$ cat src/rtl/fc_flatten_pkg.sv
// fc_flatten_pkg: shared types and default geometry for the flatten transmitter.
//   state_t        : transmit-side FSM states
//   DEF_CHANNELS   : default feature-map channel count
//   DEF_HEIGHT     : default feature-map rows
//   DEF_WIDTH      : default feature-map columns
//   bits_for()     : address/counter width for a range of n values (minimum 1)
package fc_flatten_pkg;

  localparam int unsigned DEF_CHANNELS = 16;
  localparam int unsigned DEF_HEIGHT   = 5;
  localparam int unsigned DEF_WIDTH    = 5;

  typedef enum logic [1:0] {
    CAPTURE   = 2'd0,
    WAIT_SINK = 2'd1,
    SEND      = 2'd2
  } state_t;

  function automatic int unsigned bits_for(input int unsigned n);
    return (n > 1) ? $clog2(n) : 1;
  endfunction

endpackage

$ cat src/rtl/fc_flatten_ram.sv
// fc_flatten_ram: simple dual-port RAM, one write port and one registered read
// port, 8-bit signed words. No reset on storage or read register so it maps
// onto block RAM.
//   clk        in  : clock
//   i_wr_en    in  : write strobe
//   i_wr_addr  in  : write address
//   i_wr_data  in  : write data
//   i_rd_en    in  : read strobe (updates o_rd_data next cycle)
//   i_rd_addr  in  : read address
//   o_rd_data  out : read data, one cycle after i_rd_en
module fc_flatten_ram #(
  parameter int unsigned DEPTH = 400,
  parameter int unsigned AW    = 9
) (
  input  logic                clk,
  input  logic                i_wr_en,
  input  logic [AW-1:0]       i_wr_addr,
  input  logic signed [7:0]   i_wr_data,
  input  logic                i_rd_en,
  input  logic [AW-1:0]       i_rd_addr,
  output logic signed [7:0]   o_rd_data
);

  logic signed [7:0] r_mem [DEPTH];
  logic signed [7:0] r_rd_data;

  always_ff @(posedge clk) begin
    if (i_wr_en) r_mem[i_wr_addr] <= i_wr_data;
    if (i_rd_en) r_rd_data <= r_mem[i_rd_addr];
  end

  assign o_rd_data = r_rd_data;

endmodule

$ cat src/rtl/fc_flatten_tx.sv
// fc_flatten_tx: captures a feature map arriving pixel-major (row, col, channel
// fastest) and replays it channel-major as one contiguous N-byte burst,
// N = CHANNELS*HEIGHT*WIDTH.
// Optional build macro FC_FLATTEN_DBUF_EN: ping-pong buffering, so capture of
// the next frame continues while the previous one waits for / streams to the sink.
//   clk              in  : clock, rising edge
//   rst              in  : synchronous active-high reset
//   i_pix_in         in  : feature pixel
//   i_pix_valid_in   in  : i_pix_in valid
//   i_sink_ready     in  : sink can take a full burst
//   o_data_out       out : flattened byte, 0 when not valid
//   o_data_valid_out out : o_data_out valid
//   o_frame_sent     out : pulse on the cycle after the last byte of a burst
//   o_overflow       out : sticky, a pixel was dropped
//
// state     | meaning
// CAPTURE   | no frame pending; filling the capture buffer
// WAIT_SINK | a full frame is pending; waiting for i_sink_ready
// SEND      | streaming the pending frame, one read per cycle
module fc_flatten_tx
  import fc_flatten_pkg::*;
#(
  parameter int unsigned CHANNELS = DEF_CHANNELS,
  parameter int unsigned HEIGHT   = DEF_HEIGHT,
  parameter int unsigned WIDTH    = DEF_WIDTH
) (
  input  logic               clk,
  input  logic               rst,
  input  logic signed [7:0]  i_pix_in,
  input  logic               i_pix_valid_in,
  input  logic               i_sink_ready,
  output logic signed [7:0]  o_data_out,
  output logic               o_data_valid_out,
  output logic               o_frame_sent,
  output logic               o_overflow
);

  localparam int unsigned HW = HEIGHT * WIDTH;
  localparam int unsigned N  = CHANNELS * HW;
  localparam int unsigned AW = bits_for(N);
  localparam int unsigned CW = bits_for(CHANNELS);
  localparam int unsigned XW = bits_for(WIDTH);
  localparam int unsigned YW = bits_for(HEIGHT);
`ifdef FC_FLATTEN_DBUF_EN
  localparam int unsigned DEPTH = 2 * N;
`else
  localparam int unsigned DEPTH = N;
`endif
  localparam int unsigned RW = bits_for(DEPTH);

  state_t r_state, w_next_state;

  logic [CW-1:0] r_c;
  logic [XW-1:0] r_col;
  logic [YW-1:0] r_row;
  logic [AW-1:0] r_pos;      // r*WIDTH + col, kept incrementally
  logic [AW-1:0] r_wr_addr;  // c*HW + r_pos, kept incrementally
  logic [AW-1:0] r_rd_addr;

  logic r_ram_valid, r_ram_last;
  logic signed [7:0] r_data_out;
  logic r_data_valid_out, r_out_last, r_frame_sent, r_overflow;

  logic w_can_write, w_accept, w_frame_done, w_send_last, w_pending;
  logic [RW-1:0] w_ram_wr_addr, w_ram_rd_addr;
  logic signed [7:0] w_ram_rd_data;

  assign w_accept     = i_pix_valid_in && w_can_write;
  assign w_frame_done = w_accept && (r_c == CW'(CHANNELS - 1))
                        && (r_col == XW'(WIDTH - 1)) && (r_row == YW'(HEIGHT - 1));
  assign w_send_last  = (r_state == SEND) && (r_rd_addr == AW'(N - 1));

`ifdef FC_FLATTEN_DBUF_EN
  logic [1:0] r_full;
  logic       r_wr_bank, r_rd_bank;

  assign w_can_write   = !r_full[r_wr_bank];
  // Next frame ready behind the one finishing: either already full, or
  // completing on the very edge the burst ends.
  assign w_pending     = r_full[~r_rd_bank] || w_frame_done;
  assign w_ram_wr_addr = RW'(r_wr_addr) + (r_wr_bank ? RW'(N) : RW'(0));
  assign w_ram_rd_addr = RW'(r_rd_addr) + (r_rd_bank ? RW'(N) : RW'(0));

  always_ff @(posedge clk) begin
    if (rst) begin
      r_full    <= 2'b00;
      r_wr_bank <= 1'b0;
      r_rd_bank <= 1'b0;
    end else begin
      // A completing write bank is never the bank being read, so the set and
      // clear below never hit the same flag.
      if (w_frame_done) begin
        r_full[r_wr_bank] <= 1'b1;
        r_wr_bank         <= ~r_wr_bank;
      end
      if (w_send_last) begin
        r_full[r_rd_bank] <= 1'b0;
        r_rd_bank         <= ~r_rd_bank;
      end
    end
  end
`else
  assign w_can_write   = (r_state == CAPTURE);
  assign w_pending     = 1'b0;
  assign w_ram_wr_addr = RW'(r_wr_addr);
  assign w_ram_rd_addr = RW'(r_rd_addr);
`endif

  always_ff @(posedge clk) begin
    if (rst) r_state <= CAPTURE;
    else     r_state <= w_next_state;
  end

  always_comb begin
    w_next_state = r_state;
    unique case (r_state)
      CAPTURE:   if (w_frame_done) w_next_state = WAIT_SINK;
      WAIT_SINK: if (i_sink_ready) w_next_state = SEND;
      SEND:      if (w_send_last)  w_next_state = w_pending ? WAIT_SINK : CAPTURE;
      default:   w_next_state = CAPTURE;
    endcase
  end

  // Write address: +HW per channel step; on channel wrap jump to the next
  // spatial position. Only adds, no per-pixel multiply.
  always_ff @(posedge clk) begin
    if (rst) begin
      r_c       <= '0;
      r_col     <= '0;
      r_row     <= '0;
      r_pos     <= '0;
      r_wr_addr <= '0;
    end else if (w_accept) begin
      if (w_frame_done) begin
        r_c       <= '0;
        r_col     <= '0;
        r_row     <= '0;
        r_pos     <= '0;
        r_wr_addr <= '0;
      end else if (r_c == CW'(CHANNELS - 1)) begin
        r_c       <= '0;
        r_pos     <= r_pos + 1'b1;
        r_wr_addr <= r_pos + 1'b1;
        if (r_col == XW'(WIDTH - 1)) begin
          r_col <= '0;
          r_row <= r_row + 1'b1;
        end else begin
          r_col <= r_col + 1'b1;
        end
      end else begin
        r_c       <= r_c + 1'b1;
        r_wr_addr <= r_wr_addr + AW'(HW);
      end
    end
  end

  always_ff @(posedge clk) begin
    if (rst) begin
      r_rd_addr <= '0;
    end else if (r_state == SEND) begin
      r_rd_addr <= w_send_last ? '0 : r_rd_addr + 1'b1;
    end else begin
      r_rd_addr <= '0;
    end
  end

  fc_flatten_ram #(
    .DEPTH (DEPTH),
    .AW    (RW)
  ) u_ram (
    .clk       (clk),
    .i_wr_en   (w_accept),
    .i_wr_addr (w_ram_wr_addr),
    .i_wr_data (i_pix_in),
    .i_rd_en   (r_state == SEND),
    .i_rd_addr (w_ram_rd_addr),
    .o_rd_data (w_ram_rd_data)
  );

  // Two-stage output: RAM read register, then the output register.
  always_ff @(posedge clk) begin
    if (rst) begin
      r_ram_valid      <= 1'b0;
      r_ram_last       <= 1'b0;
      r_data_out       <= '0;
      r_data_valid_out <= 1'b0;
      r_out_last       <= 1'b0;
      r_frame_sent     <= 1'b0;
      r_overflow       <= 1'b0;
    end else begin
      r_ram_valid      <= (r_state == SEND);
      r_ram_last       <= w_send_last;
      r_data_out       <= r_ram_valid ? w_ram_rd_data : 8'sd0;
      r_data_valid_out <= r_ram_valid;
      r_out_last       <= r_ram_last;
      r_frame_sent     <= r_out_last;
      if (i_pix_valid_in && !w_can_write) r_overflow <= 1'b1;
    end
  end

  assign o_data_out       = r_data_out;
  assign o_data_valid_out = r_data_valid_out;
  assign o_frame_sent     = r_frame_sent;
  assign o_overflow       = r_overflow;

endmodule
$ cat config.mk
export PLATFORM = sky130hd
export DESIGN_NAME = fc_flatten_tx
export DESIGN_NICKNAME = d
export VERILOG_FILES = /design/src/rtl/fc_flatten_pkg.sv /design/src/rtl/fc_flatten_ram.sv /design/src/rtl/fc_flatten_tx.sv
export SDC_FILE = /design/constraint.sdc
export NUM_CORES = 2
export LEC_CHECK = 0
export CORE_MARGIN = 4
export CORE_UTILIZATION = 45
export CTS_CLUSTER_SIZE = 12
export DETAILED_ROUTE_END_ITERATION = 7
export PLACE_DENSITY = 0.67
export SYNTH_ARGS = -nofsm -noshare
export SYNTH_HDL_FRONTEND = slang
export SYNTH_HIERARCHICAL = 1
export SYNTH_SLANG_ARGS = --single-unit
$ cat constraint.sdc
create_clock -name clk -period 2.9 [get_ports clk]
set_input_delay 0.725 -clock clk [delete_from_list [all_inputs] [get_ports clk]]
set_output_delay 0.725 -clock clk [all_outputs]
set_load 0.01 [all_outputs]
==> flow_summary.json <==
{
  "dr_wl_met3_microns": 35900,
  "post-route-min-period_ns": 3.14,
  "p_per_area_nw_per_um2": 604,
  "switchingPower_mw": 18.4,
  "drive_gt1_frac": 0.339,
  "worstPathRequired_ns": 3.53,
  "grt_max_degree": 108,
  "yosysWarnings": 6,
  "path_clk_slew_ns": 0.06,
  "area_growth_pct": 20.2,
  "cts.sinks": 3261,
  "dr.pass1.iters": 7,
  "io_buffers": 22,
  "antenna_found_initial": 14,
  "worstSetupPathType": "reg -> reg",
  "drv_cap": 0,
  "synth_edf_count": 3208,
  "ios": 23,
  "worstSetupEndpointType": "register",
  "path_max_fanout": 10,
  "clk-insertion-delay-late_ns": 0.90,
  "slew_headroom": 0.349,
  "clockBufferDepth": 4,
  "ys_seq_area_frac": 0.765,
  "cts_tree": "yes",
  "die_y_microns": 540,
  "clk_root_buffer_cell": "clkbuf_16",
  "internal_power_mw": 74.0,
  "skew_ns": 0.0643,
  "coreArea_sq_um": 282000,
  "grt_pass1_wl_microns": 505000,
  "finish.instance_area_sq_um": 153000,
  "final_nets": 7496,
  "finalWorstSetupSlack_ns": -0.235,
  "start_kind": "register",
  "globalplace.congestion": 0.894,
  "wl_per_cell_microns": 31.0,
  "synth-compound-area-share": 0.0301,
  "leakagePower_nw": 48.2,
  "ir_drop_mv": 0.466,
  "hold_viol": 0,
  "dpl.hpwl_microns": 230000,
  "numCtsBuffers": 335,
  "num_rows": 195,
  "postCtsHoldBufs": 0,
  "syn_area_sq_um": 127000,
  "worst_pin_slew_ns": 0.974,
  "synth_cells": 6192,
  "drcViolationCount": 0,
  "crit_arrival_ns": 3.76,
  "dp.cells": 10800,
  "cpMaxStageDelayCell": "mux4_2",
  "synthMuxAreaShare": 0.152,
  "clkPwrFrac": 0.424,
  "status": "finished, violations left",
  "die_w_microns": 540,
  "ys_ff_latch": 3261,
  "path_cells": "buf_12, buf_12, buf_4, buf_12, mux4_2, mux4_2, o211ai_1, nor3_2, a211oi_2, o21ai_1",
  "slew_viol_final": 0,
  "fmax_mhz": 319,
  "synth_area_leaders": "edfxtp_1, mux4_2, mux2i_1, nor2_1, dfxtp_1",
  "violations": "setup timing",
  "globalRoute.totalOverflow": 0,
  "synth_top_area_share": 0.757,
  "synth_xor_area_frac": 0.000688,
  "vias": 69300,
  "synth_flop_cell": "edfxtp_1",
  "cp_common_cell": "buf_12",
  "final_cells": 11400,
  "ant_nets": 0,
  "p_seq_frac": 0.560,
  "critPathMaxStageDelay_ns": 0.57,
  "ys_types": 82,
  "wl_met1_microns": 135000,
  "via_per_inst": 6.07,
  "drtIter0Drc": 9880,
  "setup_violations": 8,
  "syn-num-nets": 6212,
  "power.share.combinational": 0.016,
  "sw_frac_of_total": 0.199,
  "min_path_type": "in -> reg",
  "route.met2.wl_microns": 169000,
  "async_flop_share": 0,
  "final_util": 0.543,
  "dr.max_layer_used": "met4",
  "yosys.area.top_type": "edfxtp_1",
  "synth_top_family_by_area": "multiplexers",
  "die_area_sq_um": 291000,
  "grt_pass1_vias": 68900,
  "htreeDepth": 5,
  "period_share": 1.08,
  "placed_area_sq_um": 141000,
  "initial_utilization": 0.452,
  "holdWs_ns": 0.219,
  "synthAdderAreaFrac": 0.000786,
  "rsz0062_at_grt": "true",
  "postRouteWirelength_microns": 354000,
  "yosys.area_share.simple": 0.0308,
  "dp_slack_ns": -0.858,
  "avgSynthCellArea_sq_um": 20.6,
  "grt_usage": 0.238
}
==> placed cells by master (no fill, tap or decap), drive strengths merged, types with 22 or more instances in the layout <==
cell type,instances
a2111oi,22
a211oi,28
a21oi,106
a22oi,47
buf,1302
clkbuf,440
clkinv,73
dfxtp,53
edfxtp,3208
inv,22
mux2i,365
mux4,693
nand2,187
nand3,45
nor2,486
nor3,45
o21ai,68
o221ai,86
o22ai,119
==> final cells by class <==
type	instances	area [sq um]
flip-flops and latches	3261	97400
repair buffers	1325	12800
diodes	12	30.0
clock buffers	435	8900
multi-input cells	2541	28400
clock inverters	88	728
fillers	21000	129000
inverters	12	57.6
well taps	3743	4680
==> power groups by stage <==
stage / sequential, mW / clock [mW] / combinational (mW)
2_1_floorplan: 52.8 / 0 / 0.174
3_3_place_gp: 52.8 / 0 / 1.42
3_5_place_dp: 52.8 / 0 / 1.46
4_1_cts: 51.8 / 39.7 / 1.46
5_1_grt: 51.8 / 41.8 / 1.54
6_report: 51.8 / 39.2 / 1.48
==> state kept, by name, summed over array words and instances, names as in the netlist <==
name,cells
o_data_out,8
o_overflow,1
u_ram/r_mem,3200
r_pos,9
r_out_last,1
r_state,2
r_col,3
o_frame_sent,1
r_c,4
u_ram/o_rd_data,8
r_row,3
r_ram_valid,1
o_data_valid_out,1
r_ram_last,1
r_wr_addr,9
r_rd_addr,9
==> per-stage QoR <==
stage	setup TNS (ns)	power (mW)
floorplan	-61.15	53.0
global placement	-782.07	54.2
detailed placement	-744.20	54.3
CTS	-1.59	92.9
global route	-2.10	95.1
finish	-1.57	92.5
==> per-layer routing <==
layer / GRT usage / up-vias
li1: - / 28200
met1: 0.330 / 36400
met2: 0.377 / 4016
met3: 0.0487 / 659
met4: 0.0885 / 0
met5: 0 / -
==> Yosys cell counts, types with 6 or more instances <==
master and number:
nor3_1 44, o21ai_1 8, buf_12 9, a21oi_1 106
nand4_1 18, buf_4 22, mux4_1 14, a22oi_1 47
buf_1 9, buf_2 96, nor3b_1 9, buf_6 72
o22a_1 7, nor2b_1 12, mux4_2 679, a211oi_1 27
a211o_1 8, o22ai_1 119, nand2_1 185, nor4_1 18
nand2b_1 6, and3_1 10, o2111ai_1 6, xnor2_1 7
or3_1 12, o21ai_0 60, and2_1 17, a2111oi_0 21
o221ai_1 85, mux2i_1 365, o211ai_1 10, buf_8 18
nor2_1 486, edfxtp_1 3208, a31oi_1 10, clkbuf_1 150
nand3_1 45, nand3b_1 10, dfxtp_1 53, ha_1 8
inv_1 11
==> path summary, 6_finish.rpt <==
kind                            from                           end  slack (ns)  depth (start not counted)
max          r_rd_addr[0]$_SDFF_PP0_  u_ram/o_rd_data[7]$_DFFE_PP_       -0.24                         10
min reg2reg    r_out_last$_SDFF_PP0_       o_frame_sent$_SDFF_PP0_        0.45                          1
min                      i_pix_in[4]  u_ram/r_mem[40][4]$_DFFE_PP_        0.22                          1
max reg2reg  r_rd_addr[0]$_SDFF_PP0_  u_ram/o_rd_data[7]$_DFFE_PP_       -0.24                         10
==> cells by family after synthesis <==
group                    count (synthesis)
AO/OA/AOI/OAI                          560
buffers and inverters                  390
multiplexers                          1063
adder cells (fa/ha/maj)                  8
XOR/XNOR                                10
AND/OR/NAND/NOR                        900
flip-flops                            3261
==> worst max-delay path, delay by kind of cell (launching register included) <==
kind                   cells  cell delay [ns]
DFF                        1             0.37
muxes                      2             1.09
and+or+nand+nor            1             0.10
buffers and inverters      4             0.64
AOI/OAI and AO/OA          3             0.63
==> timing repair <==
item	4_1_cts	5_1_grt
gates cloned	8	5
endpoints found under the setup margin	8	8
pin swaps	24	35
gates resized for setup	186	102
buffers inserted	38	24
(Power assumes the default switching activity.)
